==> config.mk <==
export PLATFORM = sky130hd
export DESIGN_NAME = dgs_blink_decoder
export DESIGN_NICKNAME = d
export VERILOG_FILES = /design/src/rtl/dgs_blink_pkg.sv /design/src/rtl/bit_sync_2ff.sv /design/src/rtl/dgs_blink_decoder.sv
export SDC_FILE = /design/constraint.sdc
export NUM_CORES = 1
export LEC_CHECK = 0
export CORE_UTILIZATION = 25
export CTS_CLUSTER_DIAMETER = 60
export CTS_CLUSTER_SIZE = 12
export DETAILED_ROUTE_END_ITERATION = 8
export PLACE_DENSITY_LB_ADDON = 0.12
export SLEW_MARGIN = 20
export SYNTH_ARGS = -nofsm -noshare
export SYNTH_HDL_FRONTEND = slang
export SYNTH_SLANG_ARGS = --single-unit
==> constraint.sdc <==
create_clock -name CLK -period 7 [get_ports CLK]
set_input_delay 2.1 -clock CLK [delete_from_list [all_inputs] [get_ports CLK]]
set_output_delay 2.1 -clock CLK [all_outputs]
set_load 0.02 [all_outputs]
==> src/rtl/dgs_blink_pkg.sv <==
// Shared definitions for the diagnostic-blink link: timing derivation used by
// both encoder and decoder, plus the decoder FSM state encoding.
package dgs_blink_pkg;

  typedef enum logic [1:0] {
    HUNT  = 2'd0,
    ARMED = 2'd1,
    LOCK  = 2'd2
  } blink_state_e;

  function automatic int calc_pulse(input int freq_hz, input int pulse_us);
    return (freq_hz / 1_000_000) * pulse_us;
  endfunction

  function automatic int calc_period(input int freq_hz, input int period_us);
    return (freq_hz / 1_000_000) * period_us;
  endfunction

  // Half the slots carry mask bits; the odd ones are guard slots.
  function automatic int calc_quant(input int period_us, input int pulse_us);
    return (period_us / pulse_us) / 2;
  endfunction

endpackage

==> src/rtl/bit_sync_2ff.sv <==
// Two-flop synchronizer for a single asynchronous level, async active-high reset.
module bit_sync_2ff (
  input  logic clk,
  input  logic rst,
  input  logic d,
  output logic q
);

  logic meta_q;
  logic sync_q;

  always_ff @(posedge clk or posedge rst) begin
    if (rst) begin
      meta_q <= 1'b0;
      sync_q <= 1'b0;
    end else begin
      meta_q <= d;
      sync_q <= meta_q;
    end
  end

  assign q = sync_q;

endmodule

==> src/rtl/dgs_blink_decoder.sv <==
// Blink-line receiver: hunts for an idle gap, phases a frame counter on the
// next rising edge, then samples slot centres to rebuild the status mask.
module dgs_blink_decoder
  import dgs_blink_pkg::*;
#(
  parameter int FREQ_HZ   = 100_000_000,
  parameter int PERIOD_US = 1_000_000,
  parameter int PULSE_US  = 100_000,
  localparam int PULSE     = calc_pulse(FREQ_HZ, PULSE_US),
  localparam int PERIOD    = calc_period(FREQ_HZ, PERIOD_US),
  localparam int QUANT_CNT = calc_quant(PERIOD_US, PULSE_US)
) (
  input  logic                 CLK,
  input  logic                 RST,
  input  logic                 BLINK_IN,
  output logic [QUANT_CNT-1:0] MASK_OUT,
  output logic                 MASK_VALID,
  output logic                 LOCKED,
  output logic                 ERR
);

  localparam int CW    = $clog2(PERIOD);
  localparam int IW    = $clog2(PERIOD + 1);
  localparam int NSLOT = 2 * QUANT_CNT;
  localparam logic [CW-1:0] LAST     = CW'(PERIOD - 1);
  localparam logic [IW-1:0] IDLE_MAX = IW'(PERIOD);

  logic s;
  logic s_d1_q, rise_q, rise_d;
  blink_state_e state_q, state_d;
  logic [IW-1:0] idle_q, idle_d;
  logic [CW-1:0] cntr_q, cntr_d;
  logic [QUANT_CNT-1:0] shadow_q, shadow_d, mask_q, mask_d;
  logic valid_q, valid_d, err_q, err_d, locked_q, locked_d;
  logic frame_err;
  logic [NSLOT-1:0] hit;

  bit_sync_2ff u_sync (
    .clk (CLK),
    .rst (RST),
    .d   (BLINK_IN),
    .q   (s)
  );

  // Slot-centre comparators against elaboration-time constants.
  for (genvar j = 0; j < NSLOT; j++) begin : g_sp
    localparam logic [CW-1:0] SP = CW'(j * PULSE + PULSE / 2);
    assign hit[j] = (cntr_q == SP);
  end

  assign rise_d = s & ~s_d1_q;

  always_comb begin
    state_d   = state_q;
    idle_d    = idle_q;
    cntr_d    = cntr_q;
    shadow_d  = shadow_q;
    mask_d    = mask_q;
    valid_d   = 1'b0;
    err_d     = 1'b0;
    frame_err = 1'b0;
    case (state_q)
      HUNT: begin
        if (s) begin
          idle_d = '0;
        end else if (idle_q != IDLE_MAX) begin
          idle_d = idle_q + 1'b1;
          if (idle_d == IDLE_MAX) state_d = ARMED;
        end
      end
      ARMED: begin
        if (rise_q) begin
          cntr_d  = '0;
          state_d = LOCK;
        end
      end
      LOCK: begin
        cntr_d = (cntr_q == LAST) ? '0 : cntr_q + 1'b1;
        for (int j = 0; j < NSLOT; j++) begin
          if (hit[j]) begin
            if (j % 2 == 0) shadow_d[j/2] = s;
            else if (s)     frame_err = 1'b1;
            if (j == 0 && !s) frame_err = 1'b1;
          end
        end
        // A violation drops the frame entirely, even at the wrap cycle.
        if (frame_err) begin
          err_d    = 1'b1;
          state_d  = HUNT;
          idle_d   = '0;
          shadow_d = '0;
        end else if (cntr_q == LAST) begin
          mask_d   = shadow_d;
          valid_d  = 1'b1;
          shadow_d = '0;
        end
      end
      default: state_d = HUNT;
    endcase
    locked_d = (state_q == LOCK);
  end

  always_ff @(posedge CLK or posedge RST) begin
    if (RST) begin
      s_d1_q   <= 1'b0;
      rise_q   <= 1'b0;
      state_q  <= HUNT;
      idle_q   <= '0;
      cntr_q   <= '0;
      shadow_q <= '0;
      mask_q   <= '0;
      valid_q  <= 1'b0;
      err_q    <= 1'b0;
      locked_q <= 1'b0;
    end else begin
      s_d1_q   <= s;
      rise_q   <= rise_d;
      state_q  <= state_d;
      idle_q   <= idle_d;
      cntr_q   <= cntr_d;
      shadow_q <= shadow_d;
      mask_q   <= mask_d;
      valid_q  <= valid_d;
      err_q    <= err_d;
      locked_q <= locked_d;
    end
  end

  assign MASK_OUT   = mask_q;
  assign MASK_VALID = valid_q;
  assign LOCKED     = locked_q;
  assign ERR        = err_q;

endmodule

# Word-level counts from Yosys, hierarchy flattened
# Cells that the tools add are included.
classes:
  addsub: 2
  reduce_logical: 7
  n_eq_ne: 21
  bitwise_logic: 3
  n_mux: 40
op_table:
  columns: ["operator", "count"]
  rows:
  - ["== test 27 bit, second input constant", 5]
  - ["two-way mux 27 bit", 5]
  - ["== test 27 x 26 -> 1 bit, second input constant", 4]
  - ["case mux 27 bit (2 select lines)", 2]
  - ["adder 27 x 1 -> 27 bit, second input constant", 2]
  - ["== test 27 x 23 -> 1 bit, second input constant", 1]
  - ["== test 27 x 24 -> 1 bit, second input constant", 1]
  - ["== test 27 x 25 -> 1 bit, second input constant", 1]
  - ["inequality test 27 bit, second input constant", 1]
  - ["two-way mux 1 bit", 25]
  - ["two-way mux 2 bit", 5]
  - ["two-way mux 5 bit", 2]
  - ["inequality test 2 bit, second input constant", 4]
  - ["case mux 2 bit (3 select lines)", 1]
  - ["AND reduction 3 bit", 2]
  - ["AND reduction 5 bit", 1]
  - ["nonzero test 2 bit", 2]
  - ["inequality test 3 x 2 -> 1 bit, second input constant", 1]
  - ["== test 2 x 1 -> 1 bit, second input constant", 1]
  - ["== test 2 bit, second input constant", 1]
  - ["zero test 2 bit", 1]
  - ["inequality test 2 x 1 -> 1 bit, second input constant", 1]
  - ["inverter 1 bit", 2]
  - ["AND reduction 2 bit", 1]
  - ["AND 1 bit", 1]
word_totals:
  word_cells: 85
  ff_bits: 73
  input_bits: 3
  output_inout_bits: 8

# Depth between registers and ports, before layout
depth:
  ltp_word: 17
  depth_mapped: 10
  depth_no_buf: 8

# By module
# From an unflattened synthesis, not the netlist that was laid out.
hier_totals:
  hier_cells: 528
  area_unflattened_um2: 4418.0
by_module_without_submodules:
  columns: ["module", "instances", "area_per_inst_um2", "cells_each", "seq_area_each_um2"]
  rows:
  - ["dgs_blink_decoder", 1, 4364.2, 525, 1776.7]
  - ["bit_sync_2ff", 1, 53.8, 3, 50.0]

# Least setup slack after synthesis
# No wires, ideal clock.
synth_timing:
  path_kind: "reg2reg"
  start: "register cntr_q[0]"
  end: "register idle_q[6]"
  stages_incl_launch_ff: 10
  setup_time_ns: 0.142
  t_required_ns: 6.858
  setup_slack_ns: 4.191
  period_less_slack_ns: 2.809
  n_path_buf: 1
  arrival_ns: 2.667
  path_cell_list: "dfrtp_1 -> inv_1 -> ha_1 -> or4b_4 -> or4_4 -> or3_4 -> o2111a_2 -> a21oi_4 -> buf_6 -> a31oi_1"
synth_via:
  elab_chain_len: 17
  word_cells_on_any_way: 22
  classes_between: "eq/ne: 7; mux: 14; reduce/logical: 1"
synth_lines:
  columns: ["element", "line", "source"]
  rows:
  - ["start, declared", "dgs_blink_decoder.sv:32", "logic [CW-1:0] cntr_q, cntr_d;"]
  - ["start signal, assigned", "dgs_blink_decoder.sv:120", "cntr_q <= cntr_d;"]
  - ["== test 27 x 23 -> 1 bit", "dgs_blink_decoder.sv:48", "assign hit[j] = (cntr_q == SP);"]
  - ["two-way mux 1 bit", "dgs_blink_decoder.sv:80", "if (hit[j]) begin"]
  - ["two-way mux 1 bit", "dgs_blink_decoder.sv:62", "case (state_q)"]
  - ["two-way mux 1 bit", "dgs_blink_decoder.sv:82", "else if (s) frame_err = 1'b1;"]
  - ["two-way mux 1 bit", "dgs_blink_decoder.sv:80", null]
  - ["two-way mux 1 bit", "dgs_blink_decoder.sv:62", null]
  - ["two-way mux 1 bit", "dgs_blink_decoder.sv:82", null]
  - ["two-way mux 1 bit", "dgs_blink_decoder.sv:80", null]
  - ["two-way mux 1 bit", "dgs_blink_decoder.sv:82", null]
  - ["two-way mux 1 bit", "dgs_blink_decoder.sv:80", null]
  - ["two-way mux 1 bit", "dgs_blink_decoder.sv:82", null]
  - ["two-way mux 1 bit", "dgs_blink_decoder.sv:80", null]
  - ["two-way mux 1 bit", "dgs_blink_decoder.sv:82", null]
  - ["two-way mux 1 bit (*)", "dgs_blink_decoder.sv:80", null]
  - ["two-way mux 1 bit (*)", "dgs_blink_decoder.sv:62", null]
  - ["inequality test 2 x 1 -> 1 bit (no source line) (*)", null, null]
  - ["AND reduction 3 bit (no source line) (*)", null, null]
  - ["end signal, assigned", "dgs_blink_decoder.sv:119", "idle_q <= idle_d;"]
  - ["end, declared", "dgs_blink_decoder.sv:31", "logic [IW-1:0] idle_q, idle_d;"]
# Every way passes the cells marked *; elsewhere a longest branch is shown, timed or not. The select of a mux whose other input is x is not followed.
# A chain may end at the register's enable or synchronous reset.

# Worst setup path after layout
layout_timing:
  start: "register mask_q[3] (netlist: MASK_OUT[3])"
  end: "output port MASK_OUT[3]"
layout_rtl:
  columns: ["element", "line", "source"]
  rows:
  - ["start, declared", "dgs_blink_decoder.sv:33", "logic [QUANT_CNT-1:0] shadow_q, shadow_d, mask_q, mask_d;"]
  - ["start signal, assigned", "dgs_blink_decoder.sv:122", "mask_q <= mask_d;"]
  - ["end, declared", "dgs_blink_decoder.sv:16", "output logic [QUANT_CNT-1:0] MASK_OUT,"]
# No word-level cell between the ends.

==> impl_metrics.yaml <==
grt:
  antenna_found_initial: 0
  grt_overflow: 0
  grt_pass1_wl_um: 22400
  grt_pass1_vias: 4066
  grt_usage_pct: 14.7
  use_met2_pct: 21.8
  use_met1_pct: 21.4
  grt_max_degree: 51
  use_met3_pct: 2.15
  busiest_layer: "met2"
final_layout:
  areaGrowthSynthToFinish_pct: 11.8
  n_antenna_cell: 0
  nNetsFinal: 546
  layout-drive-gt1-share_pct: 7.90
  nFillCells: 1914
routing:
  post_drt_wl_per_cell_um: 17.0
  drt-total-wl_um: 13200
  viasPerCell: 5.46
  antenna_left: 0
  drtIter0Drc: 325
  vias: 4222
  firstDrtPassIters: 6
  drc: 2
critical_path:
  cp_num_buf_inv: 1
  criticalPathCategory: "reg2out"
  crit_fanout: 2
  required_ns: 4.90
  slowest_delay_ns: 0.61
  cp_slowest_cell: "clkdlybuf4s50_1"
  crit_path_cell_trace: "clkdlybuf4s50_1"
  path_delay_family: "buffers and inverters"
  critical_path_arrival_ns: 1.31
  cp-start-kind: "flip-flop"
  end_kind: "output pin"
power_and_ir_drop:
  power.density_mw_per_mm2: 198
  leakage_nw: 1.94
  totalPowerFinal_mw: 1.03
  peakVddDrop_mv: 0.104
sta:
  maxSlewViolCount: 0
  grt_setup_unrepaired: "false"
  tns_ns: 0
  worst_slew_pin_slew_ns: 0.957
  period_share_pct: 48.7
  period_needed_ns: 3.41
  max_freq_mhz: 293
  slew_headroom_pct: 36.2
  setup_viol: 0
  hold_viol: 0
  fin_skew_ns: 0.00568
yosys:
  synth_top_flop_cell: "dfrtp_1"
  synth_top_area_cell: "dfrtp_1"
  synth_cells: 563
  synth_seq_cells: 73
  synth_nets: 570
  syn_avg_cell_area_um2: 8.26
  synth_area_leaders: "dfrtp_1, o21ai_0, nand3_1, nand2_1, a31oi_1"
  synth_common_cells: "dfrtp_1, nand2_1, o21ai_0, nand3_1, clkbuf_1"
  synth_area_mm2: 0.00465
  yosysSeqAreaShare_pct: 39.3
  synthArstFlopShare_pct: 100
  ys_types: 62
  yosysMostFrequentCell: "dfrtp_1"
  synth_edf_count: 0
  synth_warnings: 0
  synth_top_area_share_pct: 39.3
cts:
  ctsResizeCount: 0
  cts_tree: "done"
  root_buffer: "clkbuf_16"
  clk_pin_slew_ns: 0.06
  cts_setup_buffers: 0
  cts_hold_buf: 0
  cts_buffers: 9
  clock_sinks: 73
  insertion_delay_ns: 0.34
  clockBufferDepth: 2
  h-tree-depth: 3
outcome:
  violations: "DRC"
  status: "finished with violations"
floorplanning:
  start_util_pct: 25.7
  die-area_mm2: 0.0192
  die_w_um: 138
  io-pin-count: 11
  die_y_um: 138
  core-area_mm2: 0.0181
  num_rows: 49
flow_run:
  maxCapViolCount: 0
placement:
  io_buffers: 10
  finalWeightedCongestion: 0.864
  dp_hpwl_um: 8960
worst_hold_path:
  hold_path.class: "reg2reg"
state kept, by name (all words and copies together) (netlist names):
| register | cells |
|---|---|
| rise_q | 1 |
| shadow_q | 5 |
| u_sync.q | 1 |
| u_sync.meta_q | 1 |
| MASK_OUT | 5 |
| state_q | 2 |
| idle_q | 27 |
| ERR | 1 |
| LOCKED | 1 |
| s_d1_q | 1 |
| MASK_VALID | 1 |
| cntr_q | 27 |
per-stage QoR:
| step | util [%] | instance area, um2 | setup WS [ns] | hold WS [ns] | std cells |
|---|---|---|---|---|---|
| 2_1_floorplan | - | 4650 | 3.05 | 0.331 | 563 |
| 3_3_place_gp | 27.0 | 4890 | 3.47 | 0.333 | 757 |
| 3_5_place_dp | 27.0 | 4890 | 3.43 | 0.345 | 757 |
| 4_1_cts | 28.8 | 5200 | 3.55 | 0.359 | 773 |
| 5_1_grt | 28.8 | 5200 | 3.47 | 0.366 | 773 |
| 6_report | 28.8 | 5200 | 3.59 | 0.359 | 773 |
kinds of logic (layout without fill, tap and decap cells):
kind of cell | after synthesis | count (layout) | share of synthesized area, %
simple gates | 256 | 256 | 30.9
compound gates | 150 | 150 | 20.1
flops | 73 | 73 | 39.3
buf+inv | 66 | 47 | 5.81
xor+xnor | 7 | 7 | 1.32
mux | 7 | 7 | 1.56
fa+ha+maj | 4 | 4 | 1.08
power by group:
part           total [mW]  internal (mW)  leakage (nW)  switching (mW)
Combinational      0.0667         0.0265         0.781          0.0402
Sequential          0.462          0.434          1.01          0.0278
Clock               0.500          0.310         0.152           0.190
Total                1.03          0.771          1.94           0.258
cell type report:
type | count | area [um2] | area share [%]
Timing Repair Buffer | 17 | 153 | 2.93
Tap cell | 229 | 287 | 5.51
Sequential cell | 73 | 1830 | 35.1
Clock inverter | 6 | 82.6 | 1.59
Clock buffer | 10 | 229 | 4.40
Multi-Input combinational cell | 424 | 2570 | 49.4
Inverter | 14 | 53.8 | 1.03
per-layer routing:
layer,vias up,wire (um)
met4,0,221
met1,2083,6760
met5,-,0
li1,2058,-
met2,69,5740
met3,12,445
path summary, 6_finish.rpt:
check | start | slack [ns] | cells after the start | to
setup / recovery | MASK_OUT[3] | 3.59 | 1 | MASK_OUT[3]
hold / removal | u_sync.meta_q | 0.36 | 0 | u_sync.q
setup reg to reg | cntr_q[0] | 3.67 | 8 | idle_q[24]
hold reg to reg | u_sync.meta_q | 0.36 | 0 | u_sync.q
max in group asynchronous | RST | 3.92 | 3 | cntr_q[26]
min in group asynchronous | RST | 2.07 | 2 | idle_q[15]
layout by cell type (no fill, tap or decap), types with 7 or more instances in the layout:
cell type | synthesis | layout
a31oi_1 | 33 | 33
inv_1 | 13 | 12
dfrtp_1 | 73 | 73
nand2_1 | 58 | 58
nor2_1 | 31 | 31
nor4_1 | 14 | 14
o21ai_0 | 54 | 54
o31ai_1 | 14 | 13
nor4b_1 | 8 | 8
or4_1 | 7 | 7
a21oi_1 | 23 | 23
nor3_1 | 12 | 12
clkbuf_16 | 0 | 9
nand3_1 | 44 | 44
clkdlybuf4s50_1 | 0 | 10
nand4_1 | 21 | 21
nor2b_1 | 9 | 8
buf_4 | 0 | 7
Power figures use the tool's default switching activity.
